===== src/rtl/dmac_ch_sched.sv =====
// DMA channel scheduler: two-class round-robin arbitration over four channels
// with beat budget, watchdog release and sticky completion flags.
module dmac_ch_sched #(
    parameter int unsigned MAX_BEATS = 8,
    parameter int unsigned TIMEOUT   = 1023
) (
    input  logic       clk,
    input  logic       rst,
    input  logic [3:0] ch_req,
    input  logic [3:0] ch_prio,
    input  logic       req_done,
    input  logic [3:0] ch_done,
    input  logic       abort,
    input  logic [3:0] irq_clr,
    output logic [3:0] grant,
    output logic [1:0] grant_id,
    output logic       busy,
    output logic [3:0] irq_done,
    output logic       wd_err
);

    typedef enum logic [1:0] {
        S_IDLE,
        S_ARB,
        S_GRANT,
        S_REL
    } state_t;

    localparam logic [7:0]  BEAT_LAST = 8'(MAX_BEATS - 1);
    localparam logic [15:0] IDLE_MAX  = 16'(TIMEOUT);

    state_t      state;
    state_t      state_nx;
    logic [1:0]  rr_ptr;
    logic [7:0]  beat_cnt;
    logic [15:0] idle_cnt;
    logic [3:0]  elig;
    logic [1:0]  idx;
    logic [1:0]  win_id;
    logic        win_ok;
    logic [1:0]  id_nx;
    logic        beat_last;
    logic        wd_hit;
    logic        rel;

    // High-priority requesters shadow the rest; search starts after last winner
    always_comb begin
        elig = ch_req & ch_prio;
        if (elig == 4'b0000) begin
            elig = ch_req;
        end
        win_ok = 1'b0;
        win_id = rr_ptr;
        idx    = rr_ptr;
        for (int i = 1; i <= 4; i++) begin
            idx = rr_ptr + 2'(i);
            if (!win_ok && elig[idx]) begin
                win_ok = 1'b1;
                win_id = idx;
            end
        end
    end

    always_comb begin
        beat_last = req_done && (beat_cnt == BEAT_LAST);
        wd_hit    = (idle_cnt == IDLE_MAX);
        rel       = beat_last || ch_done[grant_id] || !ch_req[grant_id]
                    || abort || wd_hit;
        state_nx  = state;
        id_nx     = (state == S_ARB) ? win_id : grant_id;
        unique case (state)
            S_IDLE:  if (ch_req != 4'b0000 && !abort) state_nx = S_ARB;
            S_ARB:   state_nx = (abort || !win_ok) ? S_IDLE : S_GRANT;
            S_GRANT: if (rel) state_nx = S_REL;
            S_REL:   state_nx = S_IDLE;
            default: state_nx = S_IDLE;
        endcase
    end

    always_ff @(posedge clk or posedge rst) begin
        if (rst) begin
            state    <= S_IDLE;
            grant    <= 4'b0000;
            grant_id <= 2'd0;
            busy     <= 1'b0;
            irq_done <= 4'b0000;
            wd_err   <= 1'b0;
            beat_cnt <= 8'd0;
            idle_cnt <= 16'd0;
            rr_ptr   <= 2'd3;
        end else begin
            state    <= state_nx;
            busy     <= (state_nx != S_IDLE);
            irq_done <= (irq_done & ~irq_clr) | ch_done;
            grant    <= (state_nx == S_GRANT) ? (4'b0001 << id_nx) : 4'b0000;
            if (state == S_ARB && win_ok) begin
                grant_id <= win_id;
            end
            if (state == S_GRANT) begin
                if (req_done) begin
                    beat_cnt <= beat_cnt + 8'd1;
                    idle_cnt <= 16'd0;
                end else if (!wd_hit) begin
                    idle_cnt <= idle_cnt + 16'd1;
                end
                if (wd_hit) begin
                    wd_err <= 1'b1;
                end
            end
            if (state == S_REL) begin
                rr_ptr   <= grant_id;
                beat_cnt <= 8'd0;
                idle_cnt <= 16'd0;
            end
        end
    end

endmodule


===== config.mk =====
export PLATFORM = sky130hd
export DESIGN_NAME = dmac_ch_sched
export DESIGN_NICKNAME = d
export VERILOG_FILES = /design/src/rtl/dmac_ch_sched.sv
export SDC_FILE = /design/constraint.sdc
export NUM_CORES = 1
export LEC_CHECK = 0
export ABC_AREA = 1
export ABC_CLOCK_PERIOD_IN_PS = 5100
export CAP_MARGIN = 0
export CORE_AREA = 3 3 72 74
export DETAILED_ROUTE_END_ITERATION = 8
export DIE_AREA = 0 0 75 77
export GPL_TIMING_DRIVEN = 0
export MAX_ROUTING_LAYER = met4
export PLACE_DENSITY = 0.72
export SETUP_SLACK_MARGIN = 0.5
export SLEW_MARGIN = 40
export SYNTH_ARGS = -nofsm -noshare
export SYNTH_HDL_FRONTEND = slang
export SYNTH_SLANG_ARGS = --single-unit

===== constraint.sdc =====
create_clock -name clk -period 5.1 [get_ports clk]
set_input_delay 1.275 -clock clk [delete_from_list [all_inputs] [get_ports clk]]
set_output_delay 1.275 -clock clk [all_outputs]
set_load 0.05 [all_outputs]

[Yosys cells after proc, flatten, opt, wreduce, memory -nomap -nowiden]
Index checks and enable logic that the tools add are counted.
Operators by class
  $add $sub $neg: 5
  multiply operators: 0
  divide/modulo/power cells: 0
  magnitude comparators: 5
  equal/unequal tests: 7
  shifts and indexed selects: 1
  muxes and demuxes: 34
  bitwise operators: 4
  reduce and logical (&&, ||, !) cells: 26
Operators by type and width (number)
  16-bit two-way mux: 4
  8-bit two-way mux: 3
  16-bit by 1-bit adder with 16-bit output, second input constant: 1
  16-bit by 10-bit equality test with 1-bit output, second input constant: 1
  2-bit two-way mux: 8
  2-bit by 3-bit < comparator with 1-bit output, second input constant: 5
  1-bit binary-select mux with 2-bit select: 6
  1-bit two-way mux: 10
  8-bit by 1-bit adder with 8-bit output, second input constant: 1
  4-bit AND: 2
  8-bit by 3-bit equality test with 1-bit output, second input constant: 1
  4-bit two-way mux: 2
  2-bit one-hot mux with 4 select lines: 1
  2-bit equality test, second input constant: 3
  1-bit logical AND: 6
  1-bit logical NOT: 6
  2-bit AND reduction: 3
  2-bit nonzero test: 3
  1-bit logical OR: 5
  2-bit adder, second input constant: 2
  4-bit logical NOT: 1
  4-bit NOT: 1
  4-bit OR: 1
  4-bit nonzero test: 1
  5 further kinds: 5
Word-level totals
  register bits after elaboration: 40
  latch bits: 0
  memory bits (writable): 0
  ROM bits: 0
  input port bits: 20
  logic and storage cells: 91
  memories kept: 0

[Logic depth before layout (Yosys ltp)]
  depth in word-level cells: 21
  mapped depth: 15

[Least setup slack after synthesis]
Ideal clock, no wire load.
  kind: input port to flip-flop
  start point: input ch_req[1]
  end point: register grant[3]
  arrival time: 2.312 ns
  setup slack: 2.671 ns
  stages: 14
  path buffers: 0
  path through: nand2_1 -> nand2_1 -> nor2_2 -> nand2_1 -> nand3_1 -> nand3_1 -> nand2_1 -> nor2_1 -> nand2_1 -> nand2_1 -> nand2_1 -> nand3_1 -> nand2_1 -> nor2_1
On the way
  longest elaborated chain between the ends: 21
  elaborated cells between the ends (all ways): 43
  those cells by class: 1 x eq/ne; 1 x shift; 25 x mux; 1 x bitwise; 15 x reduce/logical
Ends and longest elaborated chain
  from (decl): line 9  | input logic [3:0] ch_req,
  4-bit AND: line 48  | elig = ch_req & ch_prio;
  4-bit logical NOT: line 49  | if (elig == 4'b0000) begin
  4-bit two-way mux: line 49
  1-bit binary-select mux with 2-bit select: line 57  | if (!win_ok && elig[idx]) begin
  1-bit two-way mux (not written as such): line 57
  1-bit two-way mux: line 57
  1-bit logical NOT: line 57
  1-bit logical AND: line 57
  [5 not listed]
  1-bit logical AND: line 57
  1-bit two-way mux: line 57
  1-bit logical NOT: line 73  | S_ARB: state_nx = (abort || !win_ok) ? S_IDLE : S_GRANT;
  1-bit logical OR: line 73
  2-bit two-way mux: line 73
  2-bit one-hot mux with 4 select lines: line 71  | unique case (state)
  2-bit equality test: line 95  | grant <= (state_nx == S_GRANT) ? (4'b0001 << id_nx) : 4'b0000;
  4-bit two-way mux *: line 95
  to (signal assigned): line 95
  to (decl): line 15  | output logic [3:0] grant,
Every way passes the cells marked *; elsewhere a longest branch is shown, timed or not. The select of a mux whose other input is x is not followed.
A chain may end at the register's enable or synchronous reset.

[Worst setup path after layout]
  start point: input req_done
  end point: register beat_cnt[7]
On the way
  longest elaborated chain between the ends: 2
Ends and longest elaborated chain
  from (decl): line 11  | input logic req_done,
  2-bit nonzero test (no line)
  2-bit AND reduction (no line)
  to (signal assigned): line 101  | beat_cnt <= beat_cnt + 8'd1;
  to (decl): line 35  | logic [7:0] beat_cnt;
Every way passes these cells.

==> results.py <==
metrics = {
    "cells_and_area": {
        "final_cell_mix": "nand2_1, inv_1, dfrtp_1",
        "nNetsFinal": 357,
        "drive_gt1_frac": 0.0923,
        "area_delta_synth_final_pct": 22.2,
        "fillers": 412,
        "diodes": 0,
        "final_common_cell": "nand2_1",
    },
    "cts": {
        "cts.clk_slew.worst_paths_ps": 70,
        "postCtsSetupRepairBufs": 0,
        "clock_path_buffers": 2,
        "cts_resized": 0,
        "cts_root_buf": "clkbuf_8",
        "htree_levels": 2,
        "cts_sinks": 40,
        "numCtsBuffers": 5,
        "hold_buffers": 0,
        "cts_tree": "yes",
        "clk_latency_ps": 300,
    },
    "synth": {
        "yosysTopAreaCellShare": 0.421,
        "ys_seq_area_frac": 0.444,
        "synth-warning-count": 0,
        "async_reset_ff_frac": 1.00,
        "synth_nets": 319,
        "netlist_top_cells_area": "dfrtp_1, nand2_1, nand3_1, inv_1, nor2_1",
        "synth_area_mm2": 0.00226,
        "ys_seq_elements": 40,
        "synth-edff-count": 0,
        "synth.largest_area_cell": "dfrtp_1",
        "synth_area_per_cell_um2": 7.61,
        "synth-main-ff-cell": "dfrtp_1",
        "yosysUniqueCellTypes": 36,
        "synthCells": 297,
    },
    "worst_setup_path": {
        "cpPeakStageDelay_ps": 600,
        "path_class": "primary input to register",
        "regToRegStartpoint": "idle_cnt[0]",
        "cp_cell_sequence": "clkdlybuf4s50_1 > nor2_2 > nor2_8 > inv_2 > nor3_2 > nand2_1 > nor2_1 > inv_1 > o21ai_1 > nand2_1 > a31oi_1",
        "crit_start": "req_done",
        "rr_endpoint": "idle_cnt[10]",
        "slowest_stage": "clkdlybuf4s50_1",
        "rr_worst_depth": 14,
        "crit_family": "simple AND/OR/NAND/NOR gates",
        "reg2reg_slack_ps": 3070,
        "critPathMaxFanout": 9,
        "cp.required_ps": 5320,
        "arrival_ps": 3050,
        "end_kind": "register",
        "path_buf_inv": 3,
        "critical_path_depth": 11,
        "critPathLaunchType": "primary input",
        "cpMostUsedCell": "nand2_1",
    },
    "pwr": {
        "power_density_mw_per_mm2": 468,
        "leakage_uw": 0.00134,
        "max-vdd-ir-drop_uv": 231,
    },
    "grt": {
        "grt_first_pass_wirelength_um": 8280,
        "grt_usage": 0.186,
        "grt.overflow.total": 0,
        "grt_pass1_vias": 1914,
        "antenna_found_initial": 0,
        "grt_start_max_net_pins": 41,
    },
    "die": {
        "die_y_um": 77,
        "io_pins": 32,
        "dieArea_mm2": 0.00578,
        "core_area_mm2": 0.00466,
        "die_x_um": 75,
        "placementRows": 25,
        "initial_core_util": 0.485,
    },
    "timing": {
        "period_minus_slack_ps": 2840,
        "slew_violations": 0,
        "post-route-period-util": 0.556,
        "rsz0062_at_grt": "no",
        "setup_viol": 0,
        "hold_slack_ps": 456,
        "finalHoldViolCount": 0,
        "tightest_slew_ps": 515,
        "max_freq_mhz": 352,
        "skew_ps": 7.52,
        "fin_setup_tns_ps": 0,
        "maxSlewHeadroom": 0.656,
    },
    "routing": {
        "drt-initial-drc-count": 75,
        "drc": 0,
        "vias": 2042,
        "wl_um": 4650,
        "drtAntennaViolNets": 0,
        "firstDrtPassIters": 4,
        "wl_met3_um": 216,
        "top_layer": "met4",
        "wl_per_cell_um": 11.9,
        "viasPerCell": 5.24,
        "wl_met2_um": 2190,
        "m1WireLength_um": 2180,
    },
    "status": {
        "status": "finished, final reports clean",
    },
    "placement": {
        "dp_hpwl_um": 3620,
        "routabilityCongestion": 0.873,
        "port_buffers": 31,
    },
    "min_path": {
        "hold_start": "beat_cnt[6]",
        "hp-class": "register to register",
        "hold_path_depth": 1,
        "min_to": "beat_cnt[7]",
    },
    "flow_run": {
        "cap_viol_max_count": 0,
    },
}
worst reg2reg max path, cell delays in order, from the launching register on:
cell and delay, ps:
dfrtp_1 400, ha_1 220, nand2_1 100, inv_1 60
nand2_1 80, inv_2 60, nand2_2 90, nor3_4 50
nor2_4 210, nor2_8 90, nor2_1 180, nand2_1 130
o21ai_0 160, nand2_1 60, nor2_1 90
area by class of cell:
type,instances,area [um^2],area share
multi-input combinational,209,1070,0.387
sequential,40,1000,0.363
timing repair buffer,31,310,0.112
inverter,44,173,0.0625
clock buffer,6,82.6,0.0299
tap,54,67.6,0.0245
clock inverter,2,38.8,0.0140
buffer,4,17.5,0.00634
cells by family (layout without fill, tap and decap cells):
| logic type | Yosys count | in the layout | share of synthesized area |
|---|---|---|---|
| AND/OR/NAND/NOR | 165 | 165 | 0.346 |
| buffers and inverters | 48 | 87 | 0.0830 |
| flip-flops | 40 | 40 | 0.444 |
| AO/OA/AOI/OAI | 39 | 39 | 0.104 |
| XOR/XNOR | 3 | 3 | 0.0116 |
| adder cells (fa/ha/maj) | 2 | 2 | 0.0111 |
metal layers:
layer | vias up | track usage
met3 | 8 | 0.0419
met4 | 0 | 0.0569
met2 | 47 | 0.296
li1 | 1048 | -
met1 | 939 | 0.233
met5 | - | -
how the worst max path moves through the flow:
stage	endpoint	slack (ps)
global placement	beat_cnt[7]	1980
floorplan	grant[3]	2670
global route	grant[2]	2060
detailed placement	beat_cnt[7]	1960
CTS	beat_cnt[7]	2270
finish	beat_cnt[7]	2260
synthesized netlist by cell type, types with 2 or more instances:
master and count:
nand2_1 80, a31oi_1 2, nor2_1 27, inv_1 40
nor3_1 6, buf_2 2, o211ai_1 2, o21ai_0 16
ha_1 2, nor2_8 2, inv_2 3, clkbuf_1 2
a211oi_1 3, nor3_2 3, a21oi_1 8, xor2_1 2
nand3_1 32, nor2_2 3, nand4_1 5, dfstp_2 2
dfrtp_1 38, o41ai_1 2, o21bai_1 2
registers in the layout (all words and copies together), names as in the netlist:
| signal | flops |
|---|---|
| state | 2 |
| irq_done | 4 |
| busy | 1 |
| grant | 4 |
| idle_cnt | 16 |
| beat_cnt | 8 |
| rr_ptr | 2 |
| grant_id | 2 |
| wd_err | 1 |
stage by stage:
step	power [uW]	util	setup slack [ps]	std cells	cell area [um^2]
after floorplan	874	-	2670	297	2260
after global placement	1020	0.566	1980	382	2640
after detailed placement	1030	0.567	1960	382	2640
after CTS	1310	0.593	2270	390	2760
after global routing	1400	0.593	2060	390	2760
final	1290	0.593	2260	390	2760
report_power, final:
group | internal [uW] | switching (uW) | total, uW | leakage, uW
Clock | 160 | 114 | 274 | 0.0000614
Sequential | 382 | 40.2 | 423 | 0.000526
Combinational | 199 | 396 | 595 | 0.000751
(Power assumes the default switching activity.)
